**src/rtl/ps2_scancode_decoder.sv**
```systemverilog
// PS/2 scan-code decoder: validates raw 11-bit frames, folds E0/F0 prefixes into
// {ext, rel, code} events and queues them in a 4-entry FIFO with sticky error status.
module ps2_scancode_decoder (
  input  logic        clk,
  input  logic        reset,
  input  logic [10:0] frame,
  input  logic        frame_valid,
  output logic [7:0]  ev_code,
  output logic        ev_ext,
  output logic        ev_rel,
  output logic        ev_valid,
  input  logic        ev_ready,
  output logic        frame_err,
  output logic        overflow,
  output logic [7:0]  err_count,
  input  logic        err_clr
);

  localparam int unsigned DEPTH = 4;
  localparam logic [7:0]  CODE_EXT = 8'hE0;
  localparam logic [7:0]  CODE_BRK = 8'hF0;

  typedef enum logic [1:0] {
    S_IDLE    = 2'd0,
    S_EXT     = 2'd1,
    S_BRK     = 2'd2,
    S_EXT_BRK = 2'd3
  } state_t;

  state_t state_reg, state_next;

  logic [7:0] rx_byte;
  logic       frame_ok;
  logic       push_req;
  logic       bad_frame;
  logic [9:0] push_data;

  logic [1:0] wr_ptr_reg, wr_ptr_next;
  logic [1:0] rd_ptr_reg, rd_ptr_next;
  logic [2:0] count_reg, count_next;
  logic       fifo_full;
  logic       pop;
  logic       do_write;
  logic       drop;

  logic       frame_err_reg, frame_err_next;
  logic       overflow_reg, overflow_next;
  logic [7:0] err_count_reg, err_count_next;

  logic [DEPTH-1:0][9:0] entries;
  logic [9:0]            head;

  // Frame qualification: start low, stop high, odd parity over data + parity bit.
  assign rx_byte  = frame[8:1];
  assign frame_ok = ~frame[0] & frame[10] & (^frame[9:1]);

  // ---------------------------------------------------------------------------
  // Prefix FSM
  // ---------------------------------------------------------------------------
  always_ff @(posedge clk) begin
    if (reset) begin
      state_reg <= S_IDLE;
    end else begin
      state_reg <= state_next;
    end
  end

  always_comb begin
    state_next = state_reg;
    push_req   = 1'b0;
    bad_frame  = 1'b0;
    push_data  = {
      (state_reg == S_EXT) || (state_reg == S_EXT_BRK),
      (state_reg == S_BRK) || (state_reg == S_EXT_BRK),
      rx_byte
    };
    if (frame_valid) begin
      if (!frame_ok) begin
        bad_frame  = 1'b1;
        state_next = S_IDLE;
      end else if (rx_byte == CODE_EXT) begin
        state_next = S_EXT;
      end else if (rx_byte == CODE_BRK) begin
        case (state_reg)
          S_IDLE:  state_next = S_BRK;
          S_EXT:   state_next = S_EXT_BRK;
          default: state_next = state_reg;
        endcase
      end else begin
        push_req   = 1'b1;
        state_next = S_IDLE;
      end
    end
  end

  // ---------------------------------------------------------------------------
  // Event FIFO
  // ---------------------------------------------------------------------------
  assign fifo_full = (count_reg == 3'(DEPTH));
  assign pop       = (count_reg != 3'd0) && ev_ready;
  // A pop frees the slot in the same cycle, so a full FIFO still accepts a push.
  assign do_write  = push_req && (!fifo_full || pop);
  assign drop      = push_req && fifo_full && !pop;

  genvar gi;
  generate
    for (gi = 0; gi < DEPTH; gi++) begin : g_entry
      logic [9:0] entry_reg;
      always_ff @(posedge clk) begin
        if (do_write && (wr_ptr_reg == 2'(gi))) begin
          entry_reg <= push_data;
        end
      end
      assign entries[gi] = entry_reg;
    end
  endgenerate

  always_comb begin
    wr_ptr_next = wr_ptr_reg;
    rd_ptr_next = rd_ptr_reg;
    count_next  = count_reg;
    if (do_write) begin
      wr_ptr_next = wr_ptr_reg + 2'd1;
    end
    if (pop) begin
      rd_ptr_next = rd_ptr_reg + 2'd1;
    end
    case ({do_write, pop})
      2'b10:   count_next = count_reg + 3'd1;
      2'b01:   count_next = count_reg - 3'd1;
      default: count_next = count_reg;
    endcase
  end

  always_ff @(posedge clk) begin
    if (reset) begin
      wr_ptr_reg <= 2'd0;
      rd_ptr_reg <= 2'd0;
      count_reg  <= 3'd0;
    end else begin
      wr_ptr_reg <= wr_ptr_next;
      rd_ptr_reg <= rd_ptr_next;
      count_reg  <= count_next;
    end
  end

  assign head     = entries[rd_ptr_reg];
  assign ev_ext   = head[9];
  assign ev_rel   = head[8];
  assign ev_code  = head[7:0];
  assign ev_valid = (count_reg != 3'd0);

  // ---------------------------------------------------------------------------
  // Sticky error status; a clear wins over an error arriving in the same cycle
  // ---------------------------------------------------------------------------
  always_comb begin
    frame_err_next = frame_err_reg;
    overflow_next  = overflow_reg;
    err_count_next = err_count_reg;
    if (err_clr) begin
      frame_err_next = 1'b0;
      overflow_next  = 1'b0;
      err_count_next = 8'd0;
    end else begin
      if (bad_frame) begin
        frame_err_next = 1'b1;
        if (err_count_reg != 8'hFF) begin
          err_count_next = err_count_reg + 8'd1;
        end
      end
      if (drop) begin
        overflow_next = 1'b1;
      end
    end
  end

  always_ff @(posedge clk) begin
    if (reset) begin
      frame_err_reg <= 1'b0;
      overflow_reg  <= 1'b0;
      err_count_reg <= 8'd0;
    end else begin
      frame_err_reg <= frame_err_next;
      overflow_reg  <= overflow_next;
      err_count_reg <= err_count_next;
    end
  end

  assign frame_err = frame_err_reg;
  assign overflow  = overflow_reg;
  assign err_count = err_count_reg;

endmodule

```
**config.mk**
```make
export PLATFORM = sky130hd
export DESIGN_NAME = ps2_scancode_decoder
export DESIGN_NICKNAME = d
export VERILOG_FILES = /design/src/rtl/ps2_scancode_decoder.sv
export SDC_FILE = /design/constraint.sdc
export NUM_CORES = 1
export LEC_CHECK = 0
export CAP_MARGIN = 10
export CORE_MARGIN = 5
export CORE_UTILIZATION = 40
export CTS_CLUSTER_SIZE = 20
export DETAILED_ROUTE_END_ITERATION = 12
export PLACE_DENSITY = 0.67
export SLEW_MARGIN = 20
export SYNTH_ARGS = -nofsm -noshare
export SYNTH_HDL_FRONTEND = slang
export SYNTH_SLANG_ARGS = --single-unit
```
**constraint.sdc**
```tcl
create_clock -name clk -period 4.8 [get_ports clk]
set_input_delay 1.44 -clock clk [delete_from_list [all_inputs] [get_ports clk]]
set_output_delay 1.44 -clock clk [all_outputs]
set_load 0.05 [all_outputs]
```
==> results of run 1 <==
power by group:
| group | switching [uW] | internal, uW |
|---|---|---|
| sequential | 31.7 | 560 |
| combinational | 195 | 153 |
| clock | 187 | 232 |
kinds of logic after synthesis:
logic type	Yosys count	share of synthesized area
compound gates	21	0.0524
xor+xnor	11	0.0519
fa+ha+maj	11	0.0548
buf+inv	19	0.0274
flops	59	0.597
mux	16	0.112
simple gates	51	0.105
per-layer routing:
metal	vias up	routed length, um
li1	780	-
met2	37	2380
met3	8	257
met1	733	2190
met5	-	0
met4	0	91
area by class of cell:
class,instances,area share
Clock buffer,9,0.0376
Inverter,10,0.0114
Clock inverter,7,0.0179
Multi-Input combinational cell,110,0.303
Sequential cell,59,0.480
Tap cell,77,0.0293
Timing Repair Buffer,41,0.121
final timing paths:
check        slack [ns]          from      endpoint
max                0.59      frame[5]  count_reg[2]
min                0.50     frame_err     frame_err
max reg2reg        2.79  count_reg[1]  count_reg[2]
min reg2reg        0.50     frame_err     frame_err
per-stage QoR:
step	setup WS, ns	hold WS [ns]	instances	instance area [sq um]	power, uW
2_1_floorplan	1.00	0.445	188	2650	857
3_3_place_gp	0.302	0.464	297	3110	949
3_5_place_dp	0.235	0.462	297	3110	954
4_1_cts	0.580	0.486	313	3290	1370
5_1_grt	0.441	0.513	313	3290	1430
6_report	0.589	0.496	313	3290	1360
cells in the mapped netlist, types with 2 or more instances:
library cell / count / area share
a21oi_1: 7 / 0.013
and2_1: 5 / 0.012
buf_1: 2 / 0.0028
clkbuf_1: 6 / 0.0085
dfxtp_1: 19 / 0.14
edfxtp_1: 40 / 0.45
ha_1: 10 / 0.047
inv_1: 10 / 0.014
mux2_4: 2 / 0.011
mux2i_1: 3 / 0.011
mux4_2: 10 / 0.085
nand2_1: 7 / 0.0099
nand2b_1: 3 / 0.0071
nand3_1: 4 / 0.0076
nand4_1: 2 / 0.0047
nor2_1: 20 / 0.028
nor2b_1: 2 / 0.0047
o21ai_0: 5 / 0.0094
xnor2_1: 2 / 0.0066
xor2_1: 6 / 0.020
worst max-delay path, stage by stage:
cell,delay (ns)
clkdlybuf4s50_1,0.57
inv_1,0.07
ha_1,0.31
xnor3_2,0.41
xnor2_4,0.34
nor3_4,0.10
nand2b_1,0.21
fa_1,0.40
nand2_1,0.07
a2bb2oi_1,0.17
mux2_1,0.33
==> results.cfg, run 1 <==
[outcome]
outcome = complete, no violations

[grt]
grt_use_met2 = 0.206
antenna_found_initial = 0
grt_start_max_net_pins = 14
grt_use_met1 = 0.153
grt-ovfl-total = 0
grt_most_used_layer = met2
grt_pass1_wl_um = 8160
track_usage = 0.128
use_met3 = 0.0397
grt_pass1_vias = 1658

[floorplanning]
die_y_um = 91.4
num_rows = 29
start_util = 0.415
die_w_um = 91.4
die_area_sq_um = 8350
num_io_pins = 37
core_sq_um = 6390

[power_and_ir_drop]
power-per-cell-area_nw_per_um2 = 413
max-vdd-ir-drop_v = 0.000256
leakage_uw = 0.00114

[synthesis]
async_flop_share = 0
syn_area_sq_um = 2650
ys_ff_latch = 59
synth-edff-count = 40
synth_cells = 188
avgSynthCellArea_sq_um = 14.1
ys_warn_count = 0
synth_cell_types = 43
synth_nets = 215
synth_ff_type = edfxtp_1
synth-seq-area-share = 0.597

[place]
numPortBuffers = 36
dp_hpwl_um = 3360
gp_congestion = 0.721

[route]
vias = 1558
wl_per_cell_um = 15.7
drc_errors = 0
first_pass_iters = 4
wl_um = 4920
via_per_inst = 4.98
ant_nets = 0
drtIter0Drc = 53

[cts]
cts.clk_slew.worst_paths_ns = 0.06
numCtsBuffers = 9
hold_buffers = 0
htreeDepth = 3
cts-resized-gates = 0
cts-root-buf = clkbuf_8
clock_latency_ns = 0.33
clock_path_buffers = 2
cts.sinks = 59
cts_tree = done
post-cts-setup-buffer-count = 0

[timing]
fin_worst_skew_ns = 0.00536
fmax_mhz = 237
fin_crit_ns = 4.21
finalHoldViolations = 0
min_period_over_period = 0.877
setup_viol = 0
fin_tns_setup_ns = 0
rsz0062_at_grt = no
worst_pin_slew_ns = 0.767
finalMaxSlewViolations = 0
max_slew_margin = 0.481

[critical_path]
arrival_ns = 4.42
crit_required_ns = 5.01
startpoint_type = primary input
rr_worst_depth = 7
cp_max_fo = 9
end_kind = flip-flop
path_class = primary input to flip-flop

[finish]
multi_input_area_sq_um = 996
layout_common_cells = edfxtp_1 (40), clkdlybuf4s50_1 (36), nor2_1 (20), dfxtp_1 (19)
synthToLayoutAreaGrowth_pct = 24.2
largest_reg_flops = 40
regArea_sq_um = 1580
fin_util = 0.515
final_common_cell = edfxtp_1
num-nets-final = 258
drive_gt1_frac = 0.157
num_antenna_cells = 0
fillers = 563

[worst_hold_path]
hold_path_depth = 2
min_path_type = flip-flop to flip-flop

[job]
drv_cap = 0
Power figures use the tool's default switching activity.
==> run 2: changes to the inputs <==
- DONT_BUFFER_PORTS: unset -> 1
- PLACE_DENSITY: 0.67 -> 0.6
==> run 2 against run 1 <==
Routed wire length down 4.8%. Core utilization is 6.1 points lower. First-iteration DRC count fell by 7.5%. Power decreased by 3.7%. Combinational power shrank 20%. Die area is the same. Critical path depth fell by 2. Sequential share of layout area rose by 6.4 points. Cell area is 12% lower. Worst hold slack better by 0.016 ns. Clock power rose by 4%. Clock skew up 0.0018 ns. Largest power group unchanged. Highest routed layer unchanged.
==> results.cfg, run 2 (synthesized netlist as in run 1, its figures left out) <==
[cts]
htreeDepth = 3
cts.sinks = 59
clock_path_buffers = 2
post-cts-setup-buffer-count = 0
cts.clk_slew.worst_paths_ns = 0.07
numCtsBuffers = 9
cts-resized-gates = 0
clock_latency_ns = 0.33
cts_tree = done
hold_buffers = 0
cts-root-buf = clkbuf_8

[route]
drc_errors = 0
ant_nets = 0
wl_um = 4680
first_pass_iters = 4
wl_per_cell_um = 17.2
drtIter0Drc = 49
via_per_inst = 5.39
vias = 1465

[critical_path]
path_buf_inv = 0
arrival_ns = 3.87
path_class = primary input to flip-flop
crit_required_ns = 5.02
startpoint_type = primary input
cp_slowest_cell = xnor3_2
cp_slowest_stage_delay_ns = 0.47
end_kind = flip-flop
crit_chain = ha_1 > xnor3_2 > xnor2_4 > nor3_4 > nand2b_1 > fa_1 > nand2_1 > a2bb2oi_1 > mux2_1
r2r_slack_ns = 2.32
cp_max_fo = 9
cp_top_family = XOR/XNOR gates

[finish]
final_common_cell = edfxtp_1
num-nets-final = 217
layout_common_cells = edfxtp_1 (40), nor2_1 (20), dfxtp_1 (19)
fillers = 589
synthToLayoutAreaGrowth_pct = 9.58
fin_util = 0.455
num_antenna_cells = 0
drive_gt1_frac = 0.179
largest_reg_flops = 40

[timing]
fmax_mhz = 274
setup_viol = 0
worst_pin_slew_ns = 0.746
min_period_over_period = 0.760
finalMaxSlewViolations = 0
max_slew_margin = 0.502
fin_worst_skew_ns = 0.00715
fin_tns_setup_ns = 0
rsz0062_at_grt = no
fin_crit_ns = 3.65
finalHoldViolations = 0
hold_ws_ns = 0.513

[grt]
grt-ovfl-total = 0
antenna_found_initial = 0
track_usage = 0.122
grt_pass1_wl_um = 7800
grt_pass1_vias = 1557
grt_start_max_net_pins = 14

[floorplanning]
num_rows = 29
die_area_sq_um = 8350
die_y_um = 91.4
num_io_pins = 37
die_w_um = 91.4
core_sq_um = 6390
start_util = 0.415

[job]
drv_cap = 0

[power_and_ir_drop]
power_uw = 1310
power-per-cell-area_nw_per_um2 = 450
max-vdd-ir-drop_v = 0.000186
leakage_uw = 0.000976

[place]
numPortBuffers = 0
gp_congestion = 0.807
dp_hpwl_um = 3350

[worst_hold_path]
min_path_type = flip-flop to flip-flop

[outcome]
outcome = complete, no violations
==> run 2: worst register-to-register path, cell delays in order (launching register included) <==
cell	delay, ns
dfxtp_1	0.40
or3_1	0.45
and2_1	0.35
nand2b_1	0.14
fa_1	0.40
nand2_1	0.08
a2bb2oi_1	0.21
mux2_1	0.33
==> run 2: stage by stage <==
step                setup slack [ns]  std cells  cell area [sq um]
global route                    1.05        272               2900
floorplan                       1.00        188               2650
global placement               0.917        256               2710
detailed placement             0.805        256               2710
finish                          1.15        272               2900
CTS                             1.18        272               2900
==> run 2: power breakdown <==
part,leakage [uW],internal (uW),switching (uW)
logic,0.000370,99.7,177
clock network,0.0000950,237,197
registers,0.000511,560,36.0
total,0.000976,897,410
==> run 2: layout make-up <==
type | count | area [sq um] | share of cell area
Tap cell | 77 | 96.3 | 0.0332
Clock inverter | 7 | 68.8 | 0.0237
Clock buffer | 9 | 124 | 0.0427
Sequential cell | 59 | 1580 | 0.545
Multi-Input combinational cell | 110 | 996 | 0.343
Inverter | 10 | 37.5 | 0.0129
==> run 2: path summary, 6_finish.rpt <==
path | from | end | cells after the start
worst max-delay path | frame[7] | count_reg[2] | 9
worst min-delay path | state_reg[1] | state_reg[1] | 2
worst max register to register | count_reg[1] | count_reg[2] | 7
worst min register to register | state_reg[1] | state_reg[1] | 2
==> run 2: routing by layer <==
metal / vias to the layer above / GRT usage / routed length, um
li1: 695 / - / -
met1: 718 / 0.140 / 1940
met2: 44 / 0.195 / 2290
met3: 8 / 0.0529 / 364
met4: 0 / 0.0587 / 92
met5: - / 0 / 0
==> run 3: changes to the inputs <==
- clock period: 4.8 -> 3.5 ns (I/O delays scaled with it)
==> run 3 against run 2 <==
Global-route usage up 0.061 points. Routed wire length up 1.9%. Worst setup slack worse by 0.75 ns. Sequential cell count unchanged. Clock power up 15%. Critical path depth up 1. Register-to-register slack worse by 1.3 ns. Die area unchanged. Highest routed layer unchanged.
==> results.cfg, run 3 (synthesized netlist as in run 1, its figures left out) <==
[cts]
cts.sinks = 59
cts.clk_slew.worst_paths_ns = 0.06
numCtsBuffers = 9
htreeDepth = 3
clock_latency_ns = 0.33
cts-root-buf = clkbuf_8
clock_path_buffers = 2
cts-resized-gates = 0
post-cts-setup-buffer-count = 0
hold_buffers = 0
cts_tree = done

[critical_path]
r2r_end = count_reg[2]
r2r_start = count_reg[1]
arrival_ns = 3.31
path_class = primary input to flip-flop
r2r_slack_ns = 0.98
path_buf_inv = 1
cp_max_fo = 6
rr_worst_depth = 7
cp_top_family = adder cells
cp_slowest_cell = xnor3_2
crit_required_ns = 3.71
crit_chain = inv_1 > ha_1 > xnor3_2 > xnor2_4 > nor3_4 > nand2b_1 > fa_1 > nand2_1 > a2bb2oi_1 > mux2_1
end_kind = flip-flop
cp_slowest_stage_delay_ns = 0.42
startpoint_type = primary input

[finish]
regArea_sq_um = 1580
largest_reg_flops = 40
num_antenna_cells = 0
multi_input_area_sq_um = 996
drive_gt1_frac = 0.206
finalInstanceArea_sq_um = 2940
layout_common_cells = edfxtp_1 (40), nor2_1 (20), dfxtp_1 (19)
fillers = 581
num-nets-final = 226
final_common_cell = edfxtp_1
synthToLayoutAreaGrowth_pct = 11.0

[floorplanning]
num_rows = 29
die_w_um = 91.4
core_sq_um = 6390
die_area_sq_um = 8350
start_util = 0.415
num_io_pins = 37
die_y_um = 91.4

[timing]
final.setup.worst_slack_ns = 0.405
rsz0062_at_grt = no
worst_pin_slew_ns = 0.735
fmax_mhz = 323
finalHoldViolations = 0
max_slew_margin = 0.503
fin_worst_skew_ns = 0.00441
fin_crit_ns = 3.10
setup_viol = 0
hold_ws_ns = 0.531
finalMaxSlewViolations = 0
min_period_over_period = 0.884
fin_tns_setup_ns = 0

[power_and_ir_drop]
pwr-share-comb = 0.234
swShare = 0.319
power-per-cell-area_nw_per_um2 = 585
p_int_uw = 1170
max-vdd-ir-drop_v = 0.000328
power_uw = 1720
leakage_uw = 0.00101
switchingPower_uw = 548
pwr-share-seq = 0.475
p_clk_frac = 0.291

[route]
via_per_inst = 5.37
drtIter0Drc = 74
ant_nets = 0
wl_um = 4770
vias = 1510
first_pass_iters = 4
drc_errors = 0
wl_per_cell_um = 17.0

[place]
dp_hpwl_um = 3420
gp_congestion = 0.848
pre_cts_slack_ns = 0.0655
place_area_sq_um = 2780
numPortBuffers = 0

[worst_hold_path]
hold_path_depth = 2
hold_end = state_reg[0]
hold_start = state_reg[0]
min_path_type = flip-flop to flip-flop

[grt]
track_usage = 0.123
antenna_found_initial = 0
grt_pass1_vias = 1559
grt-ovfl-total = 0
grt_start_max_net_pins = 14
grt_pass1_wl_um = 7910

[outcome]
outcome = complete, no violations

[job]
drv_cap = 0
-- run 3: power groups by stage --
stage	logic [uW]	registers (uW)	clock network (uW)
4_1_cts	406	818	517
2_1_floorplan	370	806	0
6_report	403	817	501
3_3_place_gp	395	831	0
5_1_grt	428	823	558
3_5_place_dp	405	832	0
-- run 3: layout make-up --
class | count | area share
clock buffers | 11 | 0.0447
clock inverters | 5 | 0.0102
inverters | 10 | 0.0128
multi-input cells | 110 | 0.339
flip-flops and latches | 59 | 0.538
well taps | 77 | 0.0328
repair buffers | 9 | 0.0230
-- run 3: metrics by stage --
| stage | util | instances |
|---|---|---|
| after global placement | 0.435 | 265 |
| final | 0.460 | 281 |
| after global routing | 0.460 | 281 |
| after CTS | 0.460 | 281 |
| after detailed placement | 0.435 | 265 |
| after floorplan | - | 188 |
-- run 3: worst register-to-register path, delay by kind of cell (launching register included) --
family	cells	cell delay, ns
mux	1	0.33
flops	1	0.39
simple gates	4	1.05
fa+ha+maj	1	0.42
compound gates	1	0.21
-- run 3: how the worst max path moves through the flow --
stage,start,to,slack [ns],depth (start not counted)
floorplan,frame[5],count_reg[2],0.09,10
global placement,frame[5],count_reg[2],0.18,10
detailed placement,frame[5],count_reg[2],0.07,10
CTS,frame[5],count_reg[2],0.41,10
global route,frame[5],count_reg[2],0.36,10
finish,frame[5],count_reg[2],0.40,10
-- run 3: per-layer routing --
layer | global-route usage | wire (um) | vias to the layer above
li1 | - | - | 707
met1 | 0.139 | 1910 | 733
met2 | 0.196 | 2360 | 63
met3 | 0.0760 | 461 | 7
met4 | 0.0293 | 35 | 0
met5 | 0 | 0 | -
